--- src/rtl/ospfb_capture_ctrl.sv ---
`timescale 1ns/1ps
// Run controller for the ADC -> OSPFB -> capture chain: enables the ADC, discards settle
// frames, gates exactly CAP_FRAMES frames to capture and latches FFT status events.
module ospfb_capture_ctrl #(
  parameter int FFT_LEN       = 64,
  parameter int SAMP_PER_CLK  = 2,
  parameter int SETTLE_FRAMES = 4,
  parameter int CAP_FRAMES    = 1,
  parameter int CNT_W         = 16
) (
  input  logic             clk,
  input  logic             rst_n,
  input  logic             start,
  input  logic             abort,
  input  logic             xk_tvalid,
  input  logic             xk_tready,
  input  logic             xk_tlast,
  input  logic [1:0]       ev_frame_started,
  input  logic [1:0]       ev_tlast_unexpected,
  input  logic [1:0]       ev_tlast_missing,
  input  logic [1:0]       ev_fft_overflow,
  input  logic [1:0]       ev_data_in_halt,
  output logic             adc_en,
  output logic             cap_en,
  output logic             busy,
  output logic             done,
  output logic             fault,
  output logic [4:0]       err_sticky,
  output logic [CNT_W-1:0] frame_cnt
);

  localparam int BEATS = FFT_LEN / SAMP_PER_CLK;
  localparam int BW    = (BEATS > 1) ? $clog2(BEATS) : 1;
  localparam logic [BW-1:0]    BEAT_MAX    = BW'(BEATS - 1);
  localparam logic [CNT_W-1:0] SETTLE_LAST = CNT_W'(SETTLE_FRAMES - 1);
  localparam logic [CNT_W-1:0] CAP_LAST    = CNT_W'(CAP_FRAMES - 1);

  typedef enum logic [2:0] {
    S_IDLE, S_ARM, S_SETTLE, S_CAPTURE, S_DONE, S_FAULT
  } state_t;

  state_t           r_state, w_state_nxt;
  logic [BW-1:0]    r_beat_cnt;
  logic [CNT_W-1:0] r_frame_cnt, w_frame_nxt, w_frame_inc;
  logic [4:0]       r_err_sticky, w_err_nxt, w_err_evt;
  logic             r_adc_en, r_cap_en, r_busy, r_done, r_fault;
  logic             w_beat, w_eof, w_len_err, w_ev_fault, w_active, w_nxt_active, w_beat_clr;

  assign w_beat    = xk_tvalid & xk_tready;
  assign w_eof     = w_beat & xk_tlast;
  assign w_len_err = (w_eof & (r_beat_cnt != BEAT_MAX)) |
                     (w_beat & ~xk_tlast & (r_beat_cnt == BEAT_MAX));
  assign w_active  = (r_state == S_ARM) | (r_state == S_SETTLE) | (r_state == S_CAPTURE);

  // In ARM no frame boundary is expected yet, so any tlast counts as a length error.
  assign w_err_evt   = {|ev_data_in_halt, |ev_fft_overflow, |ev_tlast_missing,
                        |ev_tlast_unexpected, w_len_err | ((r_state == S_ARM) & w_eof)};
  assign w_ev_fault  = |w_err_evt[4:1];
  assign w_frame_inc = (&r_frame_cnt) ? r_frame_cnt : r_frame_cnt + CNT_W'(1);

  always_comb begin
    w_state_nxt = r_state;
    w_frame_nxt = r_frame_cnt;
    w_err_nxt   = r_err_sticky;
    w_beat_clr  = 1'b0;
    if (w_active) w_err_nxt = r_err_sticky | w_err_evt;
    if (abort) begin
      w_state_nxt = S_IDLE;
      w_frame_nxt = '0;
    end else begin
      case (r_state)
        S_IDLE, S_DONE, S_FAULT: begin
          if (start) begin
            w_state_nxt = S_ARM;
            w_frame_nxt = '0;
            w_err_nxt   = '0;
            w_beat_clr  = 1'b1;
          end
        end
        S_ARM: begin
          if (|ev_frame_started) begin
            w_state_nxt = S_SETTLE;
            w_frame_nxt = '0;
            w_beat_clr  = 1'b1;
          end
        end
        S_SETTLE: begin
          if (w_ev_fault) begin
            w_state_nxt = S_FAULT;
          end else if (w_eof) begin
            if (r_frame_cnt == SETTLE_LAST) begin
              w_state_nxt = S_CAPTURE;
              w_frame_nxt = '0;
            end else begin
              w_frame_nxt = w_frame_inc;
            end
          end
        end
        S_CAPTURE: begin
          if (w_ev_fault | w_len_err) begin
            w_state_nxt = S_FAULT;
          end else if (w_eof) begin
            if (r_frame_cnt == CAP_LAST) w_state_nxt = S_DONE;
            else                         w_frame_nxt = w_frame_inc;
          end
        end
        default: w_state_nxt = S_IDLE;
      endcase
    end
  end

  assign w_nxt_active = (w_state_nxt == S_ARM) | (w_state_nxt == S_SETTLE) |
                        (w_state_nxt == S_CAPTURE);

  always_ff @(posedge clk or negedge rst_n) begin
    if (!rst_n) begin
      r_state      <= S_IDLE;
      r_frame_cnt  <= '0;
      r_err_sticky <= '0;
      r_adc_en     <= 1'b0;
      r_cap_en     <= 1'b0;
      r_busy       <= 1'b0;
      r_done       <= 1'b0;
      r_fault      <= 1'b0;
    end else begin
      r_state      <= w_state_nxt;
      r_frame_cnt  <= w_frame_nxt;
      r_err_sticky <= w_err_nxt;
      r_adc_en     <= w_nxt_active;
      r_cap_en     <= (w_state_nxt == S_CAPTURE);
      r_busy       <= w_nxt_active;
      r_done       <= (w_state_nxt == S_DONE);
      r_fault      <= (w_state_nxt == S_FAULT);
    end
  end

  // Saturates on an over-long frame so every further non-last beat keeps flagging.
  always_ff @(posedge clk or negedge rst_n) begin
    if (!rst_n)                                r_beat_cnt <= '0;
    else if (w_beat_clr | w_eof)               r_beat_cnt <= '0;
    else if (w_beat && r_beat_cnt != BEAT_MAX) r_beat_cnt <= r_beat_cnt + BW'(1);
  end

  assign adc_en     = r_adc_en;
  assign cap_en     = r_cap_en;
  assign busy       = r_busy;
  assign done       = r_done;
  assign fault      = r_fault;
  assign err_sticky = r_err_sticky;
  assign frame_cnt  = r_frame_cnt;

endmodule

--- config.mk ---
export PLATFORM = sky130hd
export DESIGN_NAME = ospfb_capture_ctrl
export DESIGN_NICKNAME = d
export VERILOG_FILES = /design/src/rtl/ospfb_capture_ctrl.sv
export SDC_FILE = /design/constraint.sdc
export NUM_CORES = 1
export LEC_CHECK = 0
export CAP_MARGIN = 40
export CORE_MARGIN = 1
export CORE_UTILIZATION = 46
export CTS_CLUSTER_DIAMETER = 50
export CTS_CLUSTER_SIZE = 16
export DETAILED_ROUTE_END_ITERATION = 7
export HOLD_SLACK_MARGIN = 0.03
export PLACE_DENSITY = 0.81
export SLEW_MARGIN = 20
export SYNTH_ARGS = -nofsm -noshare
export SYNTH_HDL_FRONTEND = slang
export SYNTH_SLANG_ARGS = --single-unit
--- constraint.sdc ---
create_clock -name clk -period 2.5 [get_ports clk]
set_clock_uncertainty 0.05 [all_clocks]
set_input_delay 0.5 -clock clk [delete_from_list [all_inputs] [get_ports clk]]
set_output_delay 0.5 -clock clk [all_outputs]
set_load 0.02 [all_outputs]
==> results.toml, run 1 <==
[outcome]
outcome = "complete, no violations"

[timing]
setup_viol = 0
slew_headroom = 0.669
max_freq_mhz = 411
finalHoldViolCount = 0
period_share = 0.973
whs_ps = 457
tightest_slew_ps = 490
min_period_ps = 2430
slew_violations = 0
rsz0062_at_grt = "yes"

[routing]
viasPerCell = 5.82
finalWirelength_um = 5270
drtIter0Drc = 127
route.vias.total = 2055
dr.pass1.iters = 5
routedWlPerCell_um = 14.9
drt.antenna.violating_nets = 0
drc = 0

[power]
ir_drop_v = 0.000405
power_density_nw_per_um2 = 516
p_leak_nw = 1.27

[worst_setup_path]
critical_path_peak_fanout = 8
worst_setup_path_end_kind = "flip-flop"
startpoint = "ev_data_in_halt[1]"
worstPathArrival_ps = 2610
reg2reg_to = "frame_cnt[9]$_DFFE_PN0P_"
r2r-start = "r_beat_cnt[1]$_DFFE_PN0P_"
worst-r2r-cell-count = 9
critPathCapture = "frame_cnt[9]$_DFFE_PN0P_"
cp.required_ps = 2680
r2r_slack_ps = 70
startpoint_type = "input pin"
worstSetupPathType = "input pin to flip-flop"

[run]
cap_violations = 0

[clock_tree]
clock_latency_ps = 290
holdBufCountCts = 0
cts_buffer_depth = 2
tritoncts = "built"
clockRootBuffer = "clkbuf_8"
cts_buffers = 5
clkSlewWorstSetupHoldPaths_ps = 70
cts_max_level = 2
clock_sinks = 33

[floorplan]
placementRows = 23
die_area_um2 = 4560
initial_utilization = 0.487
coreArea_um2 = 4060
die_height_um = 67.5
ioPinCount = 43
fp.dieW_um = 67.5

[finish]
stdcell_count = 353
drive_above_1_share = 0.172
nets = 323
mostFrequentLayoutCells = "clkdlybuf4s50_1, dfrtp_1, buf_4"
num_antenna_cells = 0
area_delta_synth_final_pct = 44.4
final_common_cell = "clkdlybuf4s50_1"

[place]
hpwl_um = 3790
io_buffers = 42
placed_cells = 342
place.gp.congestion = 0.924

[synth]
postSynthAreaPerCell_um2 = 8.58
synth_area_um2 = 1970
synth_edf_count = 0
yosysSeqAreaShare = 0.418
synthArstFlopShare = 1.00
syn_inst = 230
synth_warnings = 0
synth.net_count = 251
yosysUniqueCellTypes = 46
ys_ff_latch = 33
synth_top_flop_cell = "dfrtp_1"

[min_path]
min_path_type = "flip-flop to flip-flop"

[global_route]
grt_pass1_vias = 1853
grt_first_pass_wirelength_um = 8570
grt_max_degree = 34
grt.overflow.total = 0
antenna_found_initial = 0
grt_usage = 0.253
-- synth_stat cells, drive strengths merged (3+ instances only) --
| cell type | instances | share of area |
|---|---|---|
| o31ai | 5 | 0.019 |
| nand3 | 16 | 0.041 |
| a21o | 3 | 0.011 |
| nand2 | 22 | 0.042 |
| inv | 12 | 0.023 |
| or3 | 4 | 0.013 |
| a31oi | 7 | 0.022 |
| clkbuf | 4 | 0.0082 |
| nand4 | 4 | 0.013 |
| nor4 | 6 | 0.034 |
| dfrtp | 33 | 0.42 |
| and3 | 7 | 0.022 |
| nor3 | 3 | 0.010 |
| a21oi | 19 | 0.048 |
| and4 | 4 | 0.018 |
| buf | 5 | 0.015 |
| o21ai | 16 | 0.041 |
| nor2 | 25 | 0.048 |
| ha | 4 | 0.025 |
-- worst min path at each step --
| stage | cells past startpoint | startpoint | slack, ps | endpoint |
|---|---|---|---|---|
| 6_report | 2 | err_sticky[3]$_DFF_PN0_ | 460 | err_sticky[3]$_DFF_PN0_ |
| 5_1_grt | 2 | err_sticky[3]$_DFF_PN0_ | 480 | err_sticky[3]$_DFF_PN0_ |
| 4_1_cts | 2 | err_sticky[0]$_DFF_PN0_ | 460 | err_sticky[0]$_DFF_PN0_ |
| 3_5_place_dp | 2 | err_sticky[0]$_DFF_PN0_ | 440 | err_sticky[0]$_DFF_PN0_ |
| 3_3_place_gp | 2 | err_sticky[0]$_DFF_PN0_ | 430 | err_sticky[0]$_DFF_PN0_ |
| 2_1_floorplan | 0 | rst_n | 150 | busy$_DFF_PN0_ |
-- critical path, cell delays in order --
cell             delay, ps
clkdlybuf4s50_1        450
nor4_4                 360
a2111oi_4              130
a21o_1                 240
or3_4                  450
or4_1                  410
nand3_1                 70
-- through the flow --
step / setup TNS (ps) / power (W) / setup WS, ps / util / area (µm²)
6_report: 0 / 0.00147 / 66.6 / 0.703 / 2850
5_1_grt: -5.72 / 0.00154 / -5.72 / 0.703 / 2850
2_1_floorplan: 0 / 0.000775 / 67.6 / - / 2010
3_3_place_gp: -3420 / 0.000928 / -351 / 0.656 / 2660
3_5_place_dp: -3690 / 0.000937 / -367 / 0.656 / 2660
4_1_cts: 0 / 0.00146 / 6.68 / 0.687 / 2790
-- metal layers --
layer / vias to the layer above / share of wire / track usage / routed length, µm
li1: 991 / - / - / -
met1: 985 / 0.43 / 0.307 / 2270
met2: 73 / 0.49 / 0.429 / 2560
met3: 6 / 0.073 / 0.0659 / 385
met4: 0 / 0.011 / 0.0878 / 57
met5: - / 0 / 0 / 0
-- kinds of logic after synthesis --
kind of cell | share of synthesized area
adders and majority gates | 0.0253
AOI/OAI and AO/OA | 0.216
and+or+nand+nor | 0.276
buffers and inverters | 0.0463
xor gates and xnor gates | 0.0177
DFF | 0.418
-- cell type report --
type | count | area (µm²)
multi-input combinational | 176 | 1130
timing repair buffer | 74 | 673
sequential | 33 | 826
tap | 50 | 62.6
fill | 319 | 1210
clock inverter | 1 | 30.0
clock buffer | 7 | 86.3
inverter | 12 | 45.0
-- flip-flops by register name, indices dropped and copies added, names as in the netlist --
name / cells
err_sticky: 5
done: 1
frame_cnt: 16
cap_en: 1
r_state: 3
fault: 1
r_beat_cnt: 5
busy: 1
-- power by group --
part / internal (W) / switching, W / total [W] / leakage [nW]
sequential: 0.000572 / 0.0000298 / 0.000602 / 0.446
clock: 0.000325 / 0.000202 / 0.000527 / 0.0585
combinational: 0.000164 / 0.000176 / 0.000341 / 0.762
total: 0.00106 / 0.000409 / 0.00147 / 1.27
-- repair_timing --
| action | 4_1_cts | 5_1_grt |
|---|---|---|
| buffers inserted | 0 | 3 |
| gates cloned | 0 | 0 |
| gates resized for setup | 2 | 9 |
| pin swaps | 0 | 5 |
| setup endpoints to repair | 8 | 9 |
(Power assumes the default switching activity.)
==> run 2, diff against run 1 <==
--- a/config.mk
+++ b/config.mk
@@ -7,12 +7,13 @@
 export LEC_CHECK = 0
 export CAP_MARGIN = 40
 export CORE_MARGIN = 1
-export CORE_UTILIZATION = 46
+export CORE_UTILIZATION = 31
 export CTS_CLUSTER_DIAMETER = 50
 export CTS_CLUSTER_SIZE = 16
 export DETAILED_ROUTE_END_ITERATION = 7
 export HOLD_SLACK_MARGIN = 0.03
-export PLACE_DENSITY = 0.81
+export PLACE_DENSITY = 0.6
+export REMOVE_ABC_BUFFERS = 1
 export SLEW_MARGIN = 20
 export SYNTH_ARGS = -nofsm -noshare
 export SYNTH_HDL_FRONTEND = slang
==> run 2 against run 1 <==
Effect of this change:
- the flow now finishes with violations (negative setup slack)
- critical path depth up 2
- register-to-register slack worse by 60 ps
- fmax down 3.2%
- non-clock buffer count up 6
- worst setup slack worse by 81 ps
- total power down 6.2%
- flip-flop and latch count unchanged
- die area up 47%
- critical path type unchanged
- largest power group unchanged
==> results.toml, run 2 (synthesis gave the netlist of run 1 again) <==
[outcome]
outcome = "finished with violations"
violations = "negative setup slack"

[worst_setup_path]
worstSetupPathDepth = 9
cp.required_ps = 2620
worst-r2r-cell-count = 10
critPathTopFamily = "compound AO/OA/AOI/OAI gates"
path_buf_inv = 3
worstSetupPathType = "input pin to flip-flop"
r2r-start = "r_beat_cnt[1]$_DFFE_PN0P_"
startpoint_type = "input pin"
crit_path_top_delay_cell = "clkdlybuf4s50_1"
crit_chain = "clkdlybuf4s50_1 -> nor4_4 -> buf_4 -> a2111oi_4 -> a21o_1 -> buf_4 -> o31a_1 -> a21o_1 -> a22o_1"
r2r_slack_ps = 10
worst_setup_path_end_kind = "flip-flop"
critical_path_peak_fanout = 7
worstPathArrival_ps = 2640
cpPeakStageDelay_ps = 460
reg2reg_to = "frame_cnt[15]$_DFFE_PN0P_"

[finish]
area_delta_synth_final_pct = 48.7
fillers = 592
seqCellArea_um2 = 826
multi_input_area_um2 = 1150
num_antenna_cells = 0
mostFrequentLayoutCells = "clkdlybuf4s50_1, buf_4, dfrtp_1"
stdcell_count = 383
final_core_utilization = 0.487
nets = 329
final_common_cell = "clkdlybuf4s50_1"
largest_register_ffs = 16
drive_above_1_share = 0.201

[clock_tree]
cts_buffers = 5
clock_latency_ps = 290
cts_buffer_depth = 2
cts_max_level = 2
holdBufCountCts = 0
tritoncts = "built"
clockRootBuffer = "clkbuf_8"
clock_sinks = 33
clkSlewWorstSetupHoldPaths_ps = 70

[global_route]
grt_max_degree = 34
antenna_found_initial = 0
grt_usage = 0.177
grt_pass1_vias = 1948
grt.overflow.total = 0
grt_first_pass_wirelength_um = 8960

[power]
power_density_nw_per_um2 = 470
p_leak_nw = 1.27
design_power_total_w = 0.00138
ir_drop_v = 0.000244

[place]
hpwl_um = 3970
pre_cts_ws_ps = -370
placed_cells = 369
place.gp.congestion = 0.845
io_buffers = 42

[floorplan]
placementRows = 28
initial_utilization = 0.328
fp.dieW_um = 81.8
ioPinCount = 43
coreArea_um2 = 6030
die_area_um2 = 6690
die_height_um = 81.8

[routing]
drt.antenna.violating_nets = 0
finalWirelength_um = 5770
drtIter0Drc = 110
routedWlPerCell_um = 15.1
dr.pass1.iters = 4
route.vias.total = 2041
viasPerCell = 5.33
drc = 0

[run]
cap_violations = 0

[min_path]
worstHoldPathCells = 2
min_path_type = "flip-flop to flip-flop"
hp-start = "err_sticky[0]$_DFF_PN0_"
hold_path_end = "err_sticky[0]$_DFF_PN0_"

[timing]
slew_headroom = 0.643
min_period_ps = 2510
tightest_slew_ps = 529
slew_violations = 0
period_share = 1.01
rsz0062_at_grt = "yes"
setup_viol = 2
worst_slack_ps = -14.7
max_freq_mhz = 398
finalHoldViolCount = 0
fin_tns_setup_ps = -18.6
==> run 2: cell count changes in the layout (fill, tap and decap cells not counted), moves of 2 or more <==
| cell | before | now |
|---|---|---|
| buf_6 | 0 | 3 |
| dlymetal6s2s_1 | 5 | 2 |
| buf_4 | 32 | 34 |
| clkdlybuf4s50_1 | 37 | 39 |
| o21ai_0 | 16 | 14 |
| o21ai_1 | 0 | 2 |
==> run 2: stage by stage <==
stage | hold WS [ps] | instance area (µm²)
finish | 458 | 2940
floorplan | 154 | 1930
global placement | 428 | 2690
detailed placement | 441 | 2690
global route | 481 | 2940
CTS | 456 | 2860
==> run 2: power breakdown <==
part           switching, W  internal, W  total [W]
Sequential        0.0000292     0.000572   0.000602
Clock              0.000199     0.000219   0.000418
Combinational      0.000184     0.000176   0.000360
Total              0.000412     0.000967    0.00138
==> run 2: area by class of cell <==
| type | count | share of cell area |
|---|---|---|
| well taps | 75 | 0.0320 |
| inverters | 12 | 0.0153 |
| flip-flops and latches | 33 | 0.281 |
| multi-input cells | 176 | 0.392 |
| repair buffers | 80 | 0.250 |
| clock buffers | 7 | 0.0294 |
==> run 2: how the worst max path moves through the flow <==
stage / from / to / slack [ps]
2_1_floorplan: r_beat_cnt[0]$_DFFE_PN0P_ / frame_cnt[9]$_DFFE_PN0P_ / -210
3_3_place_gp: ev_fft_overflow[1] / frame_cnt[10]$_DFFE_PN0P_ / -330
3_5_place_dp: ev_fft_overflow[1] / frame_cnt[10]$_DFFE_PN0P_ / -370
4_1_cts: r_beat_cnt[1]$_DFFE_PN0P_ / frame_cnt[15]$_DFFE_PN0P_ / 9
5_1_grt: ev_data_in_halt[1] / frame_cnt[15]$_DFFE_PN0P_ / -80
6_report: ev_fft_overflow[0] / frame_cnt[15]$_DFFE_PN0P_ / -10
==> run 2: repair_timing <==
item,CTS,global route
hold endpoints to repair,0,0
setup buffers,5,2
pin swaps,9,12
resized for setup,10,15
setup endpoints to repair,11,14
==> run 2: tightest hold or removal path, delay by kind of cell (launching register included) <==
family | cells | cell delay, ps
AOI/OAI and AO/OA | 1 | 40
and+or+nand+nor | 1 | 70
DFF | 1 | 360
==> run 2: routing by layer <==
layer / part of all wire / GRT usage / wire (µm) / up-vias
li1: - / - / - / 1000
met1: 0.44 / 0.220 / 2540 / 953
met2: 0.46 / 0.291 / 2680 / 73
met3: 0.075 / 0.0467 / 433 / 15
met4: 0.020 / 0.0702 / 116 / 0
met5: 0 / 0 / 0 / -
